$ cat src/rtl/bird_pkg.sv
// Shared definitions for the bird game blocks (bird physics, pipes, collision).
package bird_pkg;

  // Game state as seen by the physics, renderer and collision logic.
  typedef enum logic [1:0] {
    READY  = 2'd0,
    FLYING = 2'd1,
    DEAD   = 2'd2
  } state_t;

  // Screen and sprite geometry.
  localparam int SCREEN_H_DEF  = 480;
  localparam int BIRD_SIZE_DEF = 15;

  // Physics defaults, in pixels and pixels per tick.
  localparam int TICK_DIV_DEF  = 4166667;
  localparam int GRAVITY_DEF   = 1;
  localparam int FLAP_VEL_DEF  = 6;
  localparam int MAX_FALL_DEF  = 8;

endpackage

$ cat src/rtl/tick_divider.sv
// Physics tick generator: counts enabled clk cycles and pulses tick on the last
// count of each TICK_DIV-cycle period. Disabling holds the count; clr zeroes it.
module tick_divider #(
  parameter int TICK_DIV = 4166667
) (
  input  logic clk,
  input  logic reset_n,
  input  logic en,
  input  logic clr,
  output logic tick
);

  localparam int CW = (TICK_DIV > 1) ? $clog2(TICK_DIV) : 1;
  localparam logic [CW-1:0] LAST = CW'(TICK_DIV - 1);

  logic [CW-1:0] count;

  // tick is combinational so the consumer acts on the same edge the count wraps
  assign tick = en && (count == LAST);

  // Period counter: clear wins over enable, wraps to zero on the tick cycle
  always_ff @(posedge clk or negedge reset_n) begin
    if (!reset_n) begin
      count <= '0;
    end else if (clr) begin
      count <= '0;
    end else if (en) begin
      count <= tick ? '0 : count + CW'(1);
    end
  end

endmodule

$ cat src/rtl/bird_physics.sv
// Bird vertical physics: signed velocity with gravity, terminal fall speed and a
// flap impulse, advanced once per physics tick, plus the READY/FLYING/DEAD
// game state. Produces the bird bounding box and ceiling/floor event pulses.
module bird_physics
  import bird_pkg::*;
#(
  parameter int N         = 11,
  parameter int V_W       = 8,
  parameter int BIRD_SIZE = BIRD_SIZE_DEF,
  parameter int START_X   = 160,
  parameter int START_Y   = 240,
  parameter int SCREEN_H  = SCREEN_H_DEF,
  parameter int TICK_DIV  = TICK_DIV_DEF,
  parameter int GRAVITY   = GRAVITY_DEF,
  parameter int FLAP_VEL  = FLAP_VEL_DEF,
  parameter int MAX_FALL  = MAX_FALL_DEF
) (
  input  logic                  clk,
  input  logic                  reset_n,
  input  logic                  flap,
  input  logic                  pause,
  input  logic                  restart,
  output logic signed [N-1:0]   x0,
  output logic signed [N-1:0]   x1,
  output logic signed [N-1:0]   y0,
  output logic signed [N-1:0]   y1,
  output logic signed [V_W-1:0] vel,
  output logic                  alive,
  output logic                  hit_top,
  output logic                  hit_bottom,
  output state_t                dbg_state
);

  localparam logic signed [N-1:0]   Y1_START  = N'(START_Y - BIRD_SIZE / 2);
  localparam logic signed [N-1:0]   Y0_START  = N'(START_Y - BIRD_SIZE / 2 + BIRD_SIZE - 1);
  localparam logic signed [N-1:0]   Y1_FLOOR  = N'(SCREEN_H - BIRD_SIZE);
  localparam logic signed [N-1:0]   Y0_FLOOR  = N'(SCREEN_H - 1);
  localparam logic signed [N-1:0]   BOX_SPAN  = N'(BIRD_SIZE - 1);
  localparam logic signed [N+1:0]   BOT_LIMIT = (N+2)'(SCREEN_H - 1);
  localparam logic signed [N+1:0]   BOX_EXT   = (N+2)'(BIRD_SIZE - 1);
  localparam logic signed [V_W:0]   FALL_LIM  = (V_W+1)'(MAX_FALL);
  localparam logic signed [V_W:0]   GRAV_INC  = (V_W+1)'(GRAVITY);
  localparam logic signed [V_W-1:0] FLAP_V    = V_W'(-FLAP_VEL);

  state_t state;
  logic   flap_q;
  logic   pending;
  logic   flap_edge;
  logic   tick;

  logic signed [V_W:0]   vel_inc;
  logic signed [V_W-1:0] nv;
  logic signed [N:0]     ny1;
  logic signed [N+1:0]   ny_bot;

  // Horizontal position never changes
  assign x0 = N'(START_X);
  assign x1 = N'(START_X + BIRD_SIZE - 1);

  assign dbg_state = state;
  assign flap_edge = flap & ~flap_q;

  // Physics only advances while flying and not paused; any other state parks
  // the divider at zero so a fresh launch always waits a full period
  tick_divider #(
    .TICK_DIV(TICK_DIV)
  ) u_tick (
    .clk     (clk),
    .reset_n (reset_n),
    .en      ((state == FLYING) && !pause),
    .clr     (restart || (state != FLYING)),
    .tick    (tick)
  );

  // Next velocity and position candidates, widened so overflow past the
  // ceiling or floor is visible before clamping
  always_comb begin
    vel_inc = (V_W+1)'(vel) + GRAV_INC;
    if (pending || flap_edge) begin
      nv = FLAP_V;
    end else if (vel_inc > FALL_LIM) begin
      nv = V_W'(MAX_FALL);
    end else begin
      nv = vel_inc[V_W-1:0];
    end
    ny1    = (N+1)'(y1) + (N+1)'(nv);
    ny_bot = (N+2)'(ny1) + BOX_EXT;
  end

  // Game state machine with position, velocity and event outputs
  always_ff @(posedge clk or negedge reset_n) begin
    if (!reset_n) begin
      state      <= READY;
      flap_q     <= 1'b0;
      pending    <= 1'b0;
      y1         <= Y1_START;
      y0         <= Y0_START;
      vel        <= '0;
      alive      <= 1'b1;
      hit_top    <= 1'b0;
      hit_bottom <= 1'b0;
    end else begin
      // flap_q samples even during restart so a held flap cannot re-launch
      flap_q     <= flap;
      hit_top    <= 1'b0;
      hit_bottom <= 1'b0;
      if (restart) begin
        state   <= READY;
        pending <= 1'b0;
        y1      <= Y1_START;
        y0      <= Y0_START;
        vel     <= '0;
        alive   <= 1'b1;
      end else begin
        case (state)
          READY: begin
            if (flap_edge) begin
              state   <= FLYING;
              pending <= 1'b1;
            end
          end
          FLYING: begin
            if (tick) begin
              pending <= 1'b0;
              if (ny1[N]) begin
                y1      <= '0;
                y0      <= BOX_SPAN;
                vel     <= '0;
                hit_top <= 1'b1;
              end else if (ny_bot >= BOT_LIMIT) begin
                y1         <= Y1_FLOOR;
                y0         <= Y0_FLOOR;
                vel        <= '0;
                state      <= DEAD;
                alive      <= 1'b0;
                hit_bottom <= 1'b1;
              end else begin
                y1  <= ny1[N-1:0];
                y0  <= ny1[N-1:0] + BOX_SPAN;
                vel <= nv;
              end
            end else if (flap_edge) begin
              pending <= 1'b1;
            end
          end
          DEAD: begin
            // frozen until restart or reset
          end
          default: begin
            state <= READY;
          end
        endcase
      end
    end
  end

endmodule
$ cat config.mk
export PLATFORM = sky130hd
export DESIGN_NAME = bird_physics
export DESIGN_NICKNAME = d
export VERILOG_FILES = /design/src/rtl/bird_pkg.sv /design/src/rtl/tick_divider.sv /design/src/rtl/bird_physics.sv
export SDC_FILE = /design/constraint.sdc
export NUM_CORES = 1
export LEC_CHECK = 0
export CELL_PAD_IN_SITES_DETAIL_PLACEMENT = 1
export CELL_PAD_IN_SITES_GLOBAL_PLACEMENT = 1
export CORE_MARGIN = 4
export CORE_UTILIZATION = 42
export CTS_CLUSTER_DIAMETER = 60
export DETAILED_ROUTE_END_ITERATION = 7
export PLACE_DENSITY_LB_ADDON = 0.1
export REMOVE_ABC_BUFFERS = 1
export SYNTH_ARGS = -nofsm -noshare
export SYNTH_HDL_FRONTEND = slang
export SYNTH_SLANG_ARGS = --single-unit
$ cat constraint.sdc
create_clock -name clk -period 6.5 [get_ports clk]
set_input_delay 0.975 -clock clk [delete_from_list [all_inputs] [get_ports clk]]
set_output_delay 0.975 -clock clk [all_outputs]
set_load 0.01 [all_outputs]
==> results.cfg, run 1 <==
[global_route]
track_usage_pct = 20.0
grt_pass1_vias = 3660
grt_max_degree = 59
grt_pass1_wl_um = 18500
antenna_found_initial = 0
grt-ovfl-total = 0

[clock_tree]
numCtsBuffers = 9
cts_hold_buf = 0
cts_root_buf = clkbuf_8
postCtsResizedCells = 0
clkSinkCount = 58
cts_tree = built
clk_path_buf_depth = 2
path_clk_slew_ps = 70
htree_levels = 3
clkLatencyLatePin_ps = 330
postCtsSetupRepairBufs = 0

[yosys]
yosys.area.top_type = dfrtp_1
synthArstFlopShare_pct = 100
ys_ff_latch = 58
synth_area_um2 = 4210
yosys.area.top_type_share_pct = 27.3
synth-edff-count = 0
post_synth.cell_area_avg_um2 = 9.05
seq_area_frac_synth_pct = 34.8
ys_warn_count = 0
synthFlopType = dfrtp_1
post-synth-top-count-cell = nor2_1
ys_types = 78
synth_area_leaders = dfrtp_1 (27%), dfstp_2 (7.5%), ha_1 (5.4%), nor2_1 (4.6%), buf_4 (4.3%)
synthTopCellsByCount = nor2_1 (52), dfrtp_1 (46), nand2_1 (35)
synthCells = 465

[setup_path]
rrSetupSlack_ps = 900
r2r-end = vel[0]$_DFFE_PN0P_
cp-endpoint = vel[0]$_DFFE_PN0P_
critPathCaptureType = flip-flop
startpoint_type = flip-flop
slowest_stage = dfrtp_1
cpLargestDelayFamily = simple AND/OR/NAND/NOR gates
critPathMaxFanout = 12
cp_data_arrival_time_ps = 5840
r2r_start = vel[0]$_DFFE_PN0P_
path_buf_inv = 1
cp_common_cell = ha_1
slowest_delay_ps = 550
reg2reg_depth = 19
cp-startpoint = vel[0]$_DFFE_PN0P_
path_cells = ha_1, nand3_1, nor4b_1, o221ai_1, and2_1, nand2b_1, nor2_1, ha_1, fa_1, inv_1, ha_1, nand2_1, or3_1, o2111ai_1, nor3_2, nand3b_2, mux2i_4, nand4_2, o31ai_4
required_ps = 6740
cp.depth = 19
crit_type = flip-flop to flip-flop

[drt]
vias_per_cell = 5.44
wl_met2_um = 5670
drc = 0
drt-initial-drc-count = 105
num_vias = 3457
highest-signal-layer = met4
wl_met1_um = 4970
drtPass1Iterations = 4
postRouteWirelength_um = 11100
wl_per_cell_um = 17.5
antenna_left = 0
wl_met3_um = 326

[timing]
hold_viol_final = 0
max_slew_margin_pct = 48.4
setup_viol = 0
fin_skew_ps = 7.49
worstMarginPinSlew_ps = 772
grt_setup_unrepaired = false
max_freq_ghz = 0.179
min_period_over_period_pct = 86.2
fin_setup_tns_ps = 0
drv_slew = 0
min_period_ps = 5600

[pwr]
p_total_uw = 913
p_leak_uw = 0.00203
vdd_ir_drop_max_uv = 94.3
p_sw_uw = 289
p_int_uw = 625
switching_share_pct = 31.6
combPwrFrac_pct = 23.2
seqPwrFrac_pct = 40.1
clkPwrFrac_pct = 36.7
p_per_area_nw_per_um2 = 191

[final_layout]
antenna_cells = 0
num-fill-cells = 1144
final_nets = 521
areaGrowthSynthToFinish_pct = 13.8
drive_above_1_share_pct = 12.7

[floorplanning]
dieArea_um2 = 11700
die_x_um = 108
start_util_pct = 43.1
io_pins = 62
core_area_um2 = 9770
num_rows = 36
die_y_um = 108

[min_path]
hold_path.class = flip-flop to flip-flop

[place]
dp_hpwl_um = 8480
port_buffers = 39
place_congestion = 0.852

[status]
status = finished, final reports clean

[flow_run]
maxCapViolCount = 0
-- state kept, by name, indices dropped and copies added, names as in the netlist --
| register | flops |
|---|---|
| y1 | 10 |
| u_tick.count | 22 |
| dbg_state | 2 |
| flap_q | 1 |
| vel | 8 |
| alive | 1 |
| pending | 1 |
| hit_bottom | 1 |
| y0 | 11 |
| hit_top | 1 |
-- power by group through the flow --
stage | combinational, µW | clock (µW) | sequential, µW
2_1_floorplan | 150 | 0 | 373
3_3_place_gp | 209 | 0 | 373
3_5_place_dp | 212 | 0 | 373
4_1_cts | 213 | 345 | 366
5_1_grt | 234 | 360 | 367
6_report | 212 | 335 | 366
-- through the flow --
step                      instance area [µm²]  utilization (%)  instances  setup WS (ps)  hold WS [ps]
final                                    4790             49.0        635            899           493
after CTS                                4790             49.0        635            852           500
after detailed placement                 4590             47.0        619            877           485
after floorplan                          4000                -        442           1390           461
after global placement                   4590             47.0        619           1080           472
after global routing                     4790             49.0        635            387           527
-- cell type report --
type / count / area (µm²) / area share (%)
Multi-Input combinational cell: 368 / 2480 / 51.7
Sequential cell: 58 / 1470 / 30.6
Timing Repair Buffer: 44 / 423 / 8.83
Tap cell: 133 / 166 / 3.48
Clock buffer: 11 / 141 / 2.95
Inverter: 16 / 60.1 / 1.25
Clock inverter: 5 / 53.8 / 1.12
-- layer usage --
layer | up-vias | track usage (%)
li1 | 1677 | -
met1 | 1712 | 25.3
met2 | 55 | 35.3
met3 | 13 | 3.76
met4 | 0 | 4.87
met5 | - | 0
-- how the worst min path moves through the flow --
stage | from | to | slack, ps | cells past startpoint
2_1_floorplan | u_tick.count[20]$_DFFE_PN0P_ | u_tick.count[20]$_DFFE_PN0P_ | 460 | 1
3_3_place_gp | y0[10]$_DFFE_PN0P_ | y0[10]$_DFFE_PN0P_ | 470 | 1
3_5_place_dp | y0[9]$_DFFE_PN0P_ | y0[9]$_DFFE_PN0P_ | 480 | 1
4_1_cts | y0[10]$_DFFE_PN0P_ | y0[10]$_DFFE_PN0P_ | 500 | 1
5_1_grt | u_tick.count[20]$_DFFE_PN0P_ | u_tick.count[20]$_DFFE_PN0P_ | 530 | 1
6_report | y0[10]$_DFFE_PN0P_ | y0[10]$_DFFE_PN0P_ | 490 | 1
-- placed cells by master, fill, tap and decap left out, types with 3 or more instances in the layout --
cell type,instances
o211ai_1,3
nor3b_1,5
clkdlybuf4s50_1,38
a21o_1,12
a21oi_1,18
nor4_1,5
a31oi_1,3
dfstp_2,12
and2_1,9
nand4_1,7
o21ai_2,10
and3_1,7
o21a_1,3
xor2_1,16
inv_1,16
nor3_1,5
ha_1,18
clkbuf_8,10
or3_1,4
nor2_1,52
clkinv_2,3
dfrtp_1,46
conb_1,22
o31ai_1,7
a22o_1,4
o22ai_1,3
nand2b_1,6
xnor2_1,15
nand2_1,35
o21ai_0,16
a41oi_1,3
nor2b_1,6
buf_4,5
nand3_1,20
-- logic make-up after synthesis --
family,share of synthesized area [%]
AO/OA/AOI/OAI,20.8
XOR/XNOR,6.45
adder cells (fa/ha/maj),5.83
buffers and inverters,8.09
flip-flops,34.8
multiplexers,0.535
other,0.178
AND/OR/NAND/NOR,23.3
Power figures use the tool's default switching activity.
==> run 2, diff against run 1 <==
--- a/config.mk
+++ b/config.mk
@@ -11,7 +11,7 @@
 export CORE_UTILIZATION = 42
 export CTS_CLUSTER_DIAMETER = 60
 export DETAILED_ROUTE_END_ITERATION = 7
-export PLACE_DENSITY_LB_ADDON = 0.1
+export PLACE_DENSITY = 0.91
 export REMOVE_ABC_BUFFERS = 1
 export SYNTH_ARGS = -nofsm -noshare
 export SYNTH_HDL_FRONTEND = slang
==> results.cfg, run 2 (synthesis gave the netlist of run 1 again) <==
[global_route]
grt_max_degree = 59
grt_busiest_layer = met2
grt-ovfl-total = 0
met2_usage_pct = 37.2
met3_usage_pct = 4.12
grt_pass1_vias = 3895
antenna_found_initial = 0
track_usage_pct = 21.1
grtUsageMet1_pct = 25.5
grt_pass1_wl_um = 19500

[drt]
drt-initial-drc-count = 195
postRouteWirelength_um = 11800
antenna_left = 0
vias_per_cell = 5.75
wl_per_cell_um = 18.6
drtPass1Iterations = 4
drc = 0
num_vias = 3637

[setup_path]
r2r-end = vel[0]$_DFFE_PN0P_
path_buf_inv = 1
reg2reg_depth = 19
cp.depth = 19
critPathMaxFanout = 12
required_ps = 6750
cpLargestDelayFamily = simple AND/OR/NAND/NOR gates
cp_common_cell = ha_1
r2r_start = vel[0]$_DFFE_PN0P_
startpoint_type = flip-flop
path_cells = ha_1, nand3_1, nor4b_1, o221ai_1, and2_1, nand2b_1, nor2_1, ha_1, fa_1, inv_1, ha_1, nand2_1, or3_1, o2111ai_1, nor3_2, nand3b_2, mux2i_4, nand4_2, o31ai_4
slowest_stage = dfrtp_1
crit_type = flip-flop to flip-flop
cp-startpoint = vel[0]$_DFFE_PN0P_
cp-endpoint = vel[0]$_DFFE_PN0P_
slowest_delay_ps = 550
cp_data_arrival_time_ps = 5930
critPathCaptureType = flip-flop
rrSetupSlack_ps = 810

[clock_tree]
path_clk_slew_ps = 70
htree_levels = 3
numCtsBuffers = 9
clk_path_buf_depth = 2
postCtsSetupRepairBufs = 0
cts_hold_buf = 0
clkSinkCount = 58
cts_tree = built
postCtsResizedCells = 0
cts_root_buf = clkbuf_8
clkLatencyLatePin_ps = 350

[status]
status = finished, final reports clean

[final_layout]
multi_input_area_um2 = 2480
top_regs = u_tick.count (22), y0 (11), y1 (10)
regMostFlops = u_tick.count
seqCellArea_um2 = 1470
areaGrowthSynthToFinish_pct = 14.2
layout_commonest_cell = nor2_1
num-fill-cells = 1172
antenna_cells = 0
drive_above_1_share_pct = 12.4
fin_area_um2 = 4810
final_nets = 519
layout_common_cells = nor2_1 (52), dfrtp_1 (46), clkdlybuf4s50_1 (38), nand2_1 (35), conb_1 (22)
largest_register_ffs = 22

[floorplanning]
die_y_um = 108
die_x_um = 108
io_pins = 62
num_rows = 36
core_area_um2 = 9770
start_util_pct = 43.1
dieArea_um2 = 11700

[pwr]
p_leak_uw = 0.00203
p_per_area_nw_per_um2 = 204
vdd_ir_drop_max_uv = 114

[place]
place_congestion = 0.882
placed_area_um2 = 4580
port_buffers = 39
dp_hpwl_um = 8760

[flow_run]
maxCapViolCount = 0

[timing]
worstMarginPinSlew_ps = 1180
max_freq_ghz = 0.176
min_period_over_period_pct = 87.5
max_slew_margin_pct = 20.7
fin_skew_ps = 11.9
drv_slew = 0
hold_viol_final = 0
fin_setup_tns_ps = 0
setup_viol = 0
grt_setup_unrepaired = false
min_period_ps = 5690

[min_path]
hold_path.class = flip-flop to flip-flop
hp-start = y0[10]$_DFFE_PN0P_
[run 2: cell count changes in the layout (fill, tap and decap cells not counted), sizes merged]
| cell | previous run | this run |
|---|---|---|
| buf | 6 | 4 |
| bufinv | 1 | 2 |
| clkbuf | 11 | 12 |
| clkinv | 4 | 2 |
[run 2: stage by stage]
step                std cells  utilization (%)  power (µW)  hold WS (ps)  setup slack, ps
global route              633             49.2        1020           536              294
detailed placement        617             46.8         585           488              932
floorplan                 442                -         523           461             1390
global placement          617             46.8         575           475             1180
CTS                       633             49.2         982           503              814
finish                    633             49.2         979           498              814
[run 2: worst min path at each step]
stage | to | depth (start not counted)
after floorplan | u_tick.count[20]$_DFFE_PN0P_ | 1
after global placement | y0[10]$_DFFE_PN0P_ | 1
after detailed placement | y0[10]$_DFFE_PN0P_ | 1
after CTS | y0[10]$_DFFE_PN0P_ | 1
after global routing | y0[10]$_DFFE_PN0P_ | 1
final | y0[10]$_DFFE_PN0P_ | 1
[run 2: cell type report]
type,count,share of cell area [%]
Sequential cell,58,30.5
Timing Repair Buffer,42,8.49
Inverter,16,1.25
Clock buffer,12,3.23
Tap cell,133,3.46
Multi-Input combinational cell,368,51.5
Clock inverter,4,1.54
[run 2: report_power, final]
| group | internal (µW) | switching (µW) | leakage [µW] |
|---|---|---|---|
| registers | 364 | 2.65 | 0.000765 |
| clock network | 237 | 160 | 0.000117 |
| logic | 74.2 | 142 | 0.00115 |
[run 2: layer usage]
layer | up-vias | wire [µm]
met4 | 0 | 312
met2 | 91 | 6060
li1 | 1682 | -
met5 | - | 0
met1 | 1839 | 4920
met3 | 25 | 464
==> run 3, diff against run 2 <==
--- a/config.mk
+++ b/config.mk
@@ -13,6 +13,7 @@
 export DETAILED_ROUTE_END_ITERATION = 7
 export PLACE_DENSITY = 0.91
 export REMOVE_ABC_BUFFERS = 1
+export SLEW_MARGIN = 30
 export SYNTH_ARGS = -nofsm -noshare
 export SYNTH_HDL_FRONTEND = slang
 export SYNTH_SLANG_ARGS = --single-unit
==> results.cfg, run 3 (synthesis gave the netlist of run 1 again) <==
[status]
status = finished, final reports clean

[min_path]
hold_path.class = flip-flop to flip-flop

[final_layout]
drive_above_1_share_pct = 12.8
regMostFlops = u_tick.count
post-route-util_pct = 49.3
antenna_cells = 0
final_nets = 519
num-fill-cells = 1156
layout_common_cells = nor2_1 (52), dfrtp_1 (46), clkdlybuf4s50_1 (38), nand2_1 (35), conb_1 (22)
layout_commonest_cell = nor2_1
top_regs = u_tick.count (22), y0 (11), y1 (10)
largest_register_ffs = 22
areaGrowthSynthToFinish_pct = 14.5

[timing]
min_period_over_period_pct = 86.1
drv_slew = 0
min_period_ps = 5590
holdWs_ps = 500
fin_skew_ps = 10.1
max_freq_ghz = 0.179
fin_setup_tns_ps = 0
grt_setup_unrepaired = false
setup_viol = 0
max_slew_margin_pct = 48.3
hold_viol_final = 0
worstMarginPinSlew_ps = 773

[drt]
num_vias = 3566
drt-initial-drc-count = 117
drtPass1Iterations = 4
postRouteWirelength_um = 11800
drc = 0
antenna_left = 0
wl_per_cell_um = 18.6
vias_per_cell = 5.63

[floorplanning]
die_y_um = 108
die_x_um = 108
start_util_pct = 43.1
num_rows = 36
dieArea_um2 = 11700
io_pins = 62
core_area_um2 = 9770

[place]
place_congestion = 0.882
dp_hpwl_um = 8720
port_buffers = 39

[clock_tree]
cts_root_buf = clkbuf_8
numCtsBuffers = 9
clkLatencyLatePin_ps = 340
cts_tree = built
clk_path_buf_depth = 2
cts_hold_buf = 0
postCtsResizedCells = 0
htree_levels = 3
path_clk_slew_ps = 70
clkSinkCount = 58
postCtsSetupRepairBufs = 0

[global_route]
antenna_found_initial = 0
grt_pass1_vias = 3868
grt_pass1_wl_um = 19600
grt_max_degree = 59
grt-ovfl-total = 0
track_usage_pct = 21.2

[flow_run]
maxCapViolCount = 0

[setup_path]
crit_type = flip-flop to flip-flop
critPathCaptureType = flip-flop
required_ps = 6750
cp_data_arrival_time_ps = 5840
critPathMaxFanout = 12
startpoint_type = flip-flop

[pwr]
vdd_ir_drop_max_uv = 84.8
p_per_area_nw_per_um2 = 204
p_leak_uw = 0.00203
==> run 3: changes by cell type in the layout (fill, tap and decap cells not counted) <==
cell        before  now
clkinvlp_4       0    1
clkbuf_8        11   12
a211oi_2         0    1
clkbuf_1         1    0
a211oi_1         2    1
clkinv_4         1    0
==> run 3: critical path: stages (launching register included) <==
cell	delay, ps
dfrtp_1	550
ha_1	380
nand3_1	190
nor4b_1	280
o221ai_1	150
and2_1	190
nand2b_1	250
nor2_1	140
ha_1	260
fa_1	500
inv_1	220
ha_1	280
nand2_1	90
or3_1	310
o2111ai_1	220
nor3_2	120
nand3b_2	160
mux2i_4	380
nand4_2	480
o31ai_4	320
==> run 3: layout make-up <==
cell class | count | area (µm²) | area share (%)
Clock buffer | 12 | 165 | 3.43
Clock inverter | 4 | 72.6 | 1.51
Inverter | 16 | 60.1 | 1.25
Multi-Input combinational cell | 368 | 2480 | 51.5
Sequential cell | 58 | 1470 | 30.4
Tap cell | 133 | 166 | 3.45
Timing Repair Buffer | 42 | 408 | 8.46
==> run 3: power breakdown <==
part           internal [µW]  leakage, µW  switching [µW]
clock network            247     0.000119             156
registers                364     0.000765            2.65
logic                   74.0      0.00115             140
==> run 3: final timing paths <==
check	start	to	slack, ps	depth (start not counted)
min	y0[10]$_DFFE_PN0P_	y0[10]$_DFFE_PN0P_	500	1
min reg2reg	y0[10]$_DFFE_PN0P_	y0[10]$_DFFE_PN0P_	500	1
max reg2reg	vel[0]$_DFFE_PN0P_	vel[0]$_DFFE_PN0P_	910	19
max	vel[0]$_DFFE_PN0P_	vel[0]$_DFFE_PN0P_	910	19
min in group asynchronous	reset_n	u_tick.count[6]$_DFFE_PN0P_	800	2
max in group asynchronous	reset_n	vel[7]$_DFFE_PN0P_	5200	2
==> run 3: stage by stage <==
step | cell area, µm² | setup WS, ps | instances | total power, µW
final | 4820 | 907 | 633 | 984
after global routing | 4820 | 362 | 633 | 1030
after CTS | 4820 | 903 | 633 | 986
after detailed placement | 4580 | 944 | 617 | 584
after global placement | 4580 | 1180 | 617 | 575
after floorplan | 4000 | 1390 | 442 | 523
==> run 3: routing by layer <==
metal / GRT usage, % / up-vias / wire [µm]
met2: 37.8 / 80 / 6050
met3: 4.42 / 16 / 451
met1: 25.8 / 1791 / 5070
li1: - / 1679 / -
met5: 0 / - / 0
met4: 6.31 / 0 / 208
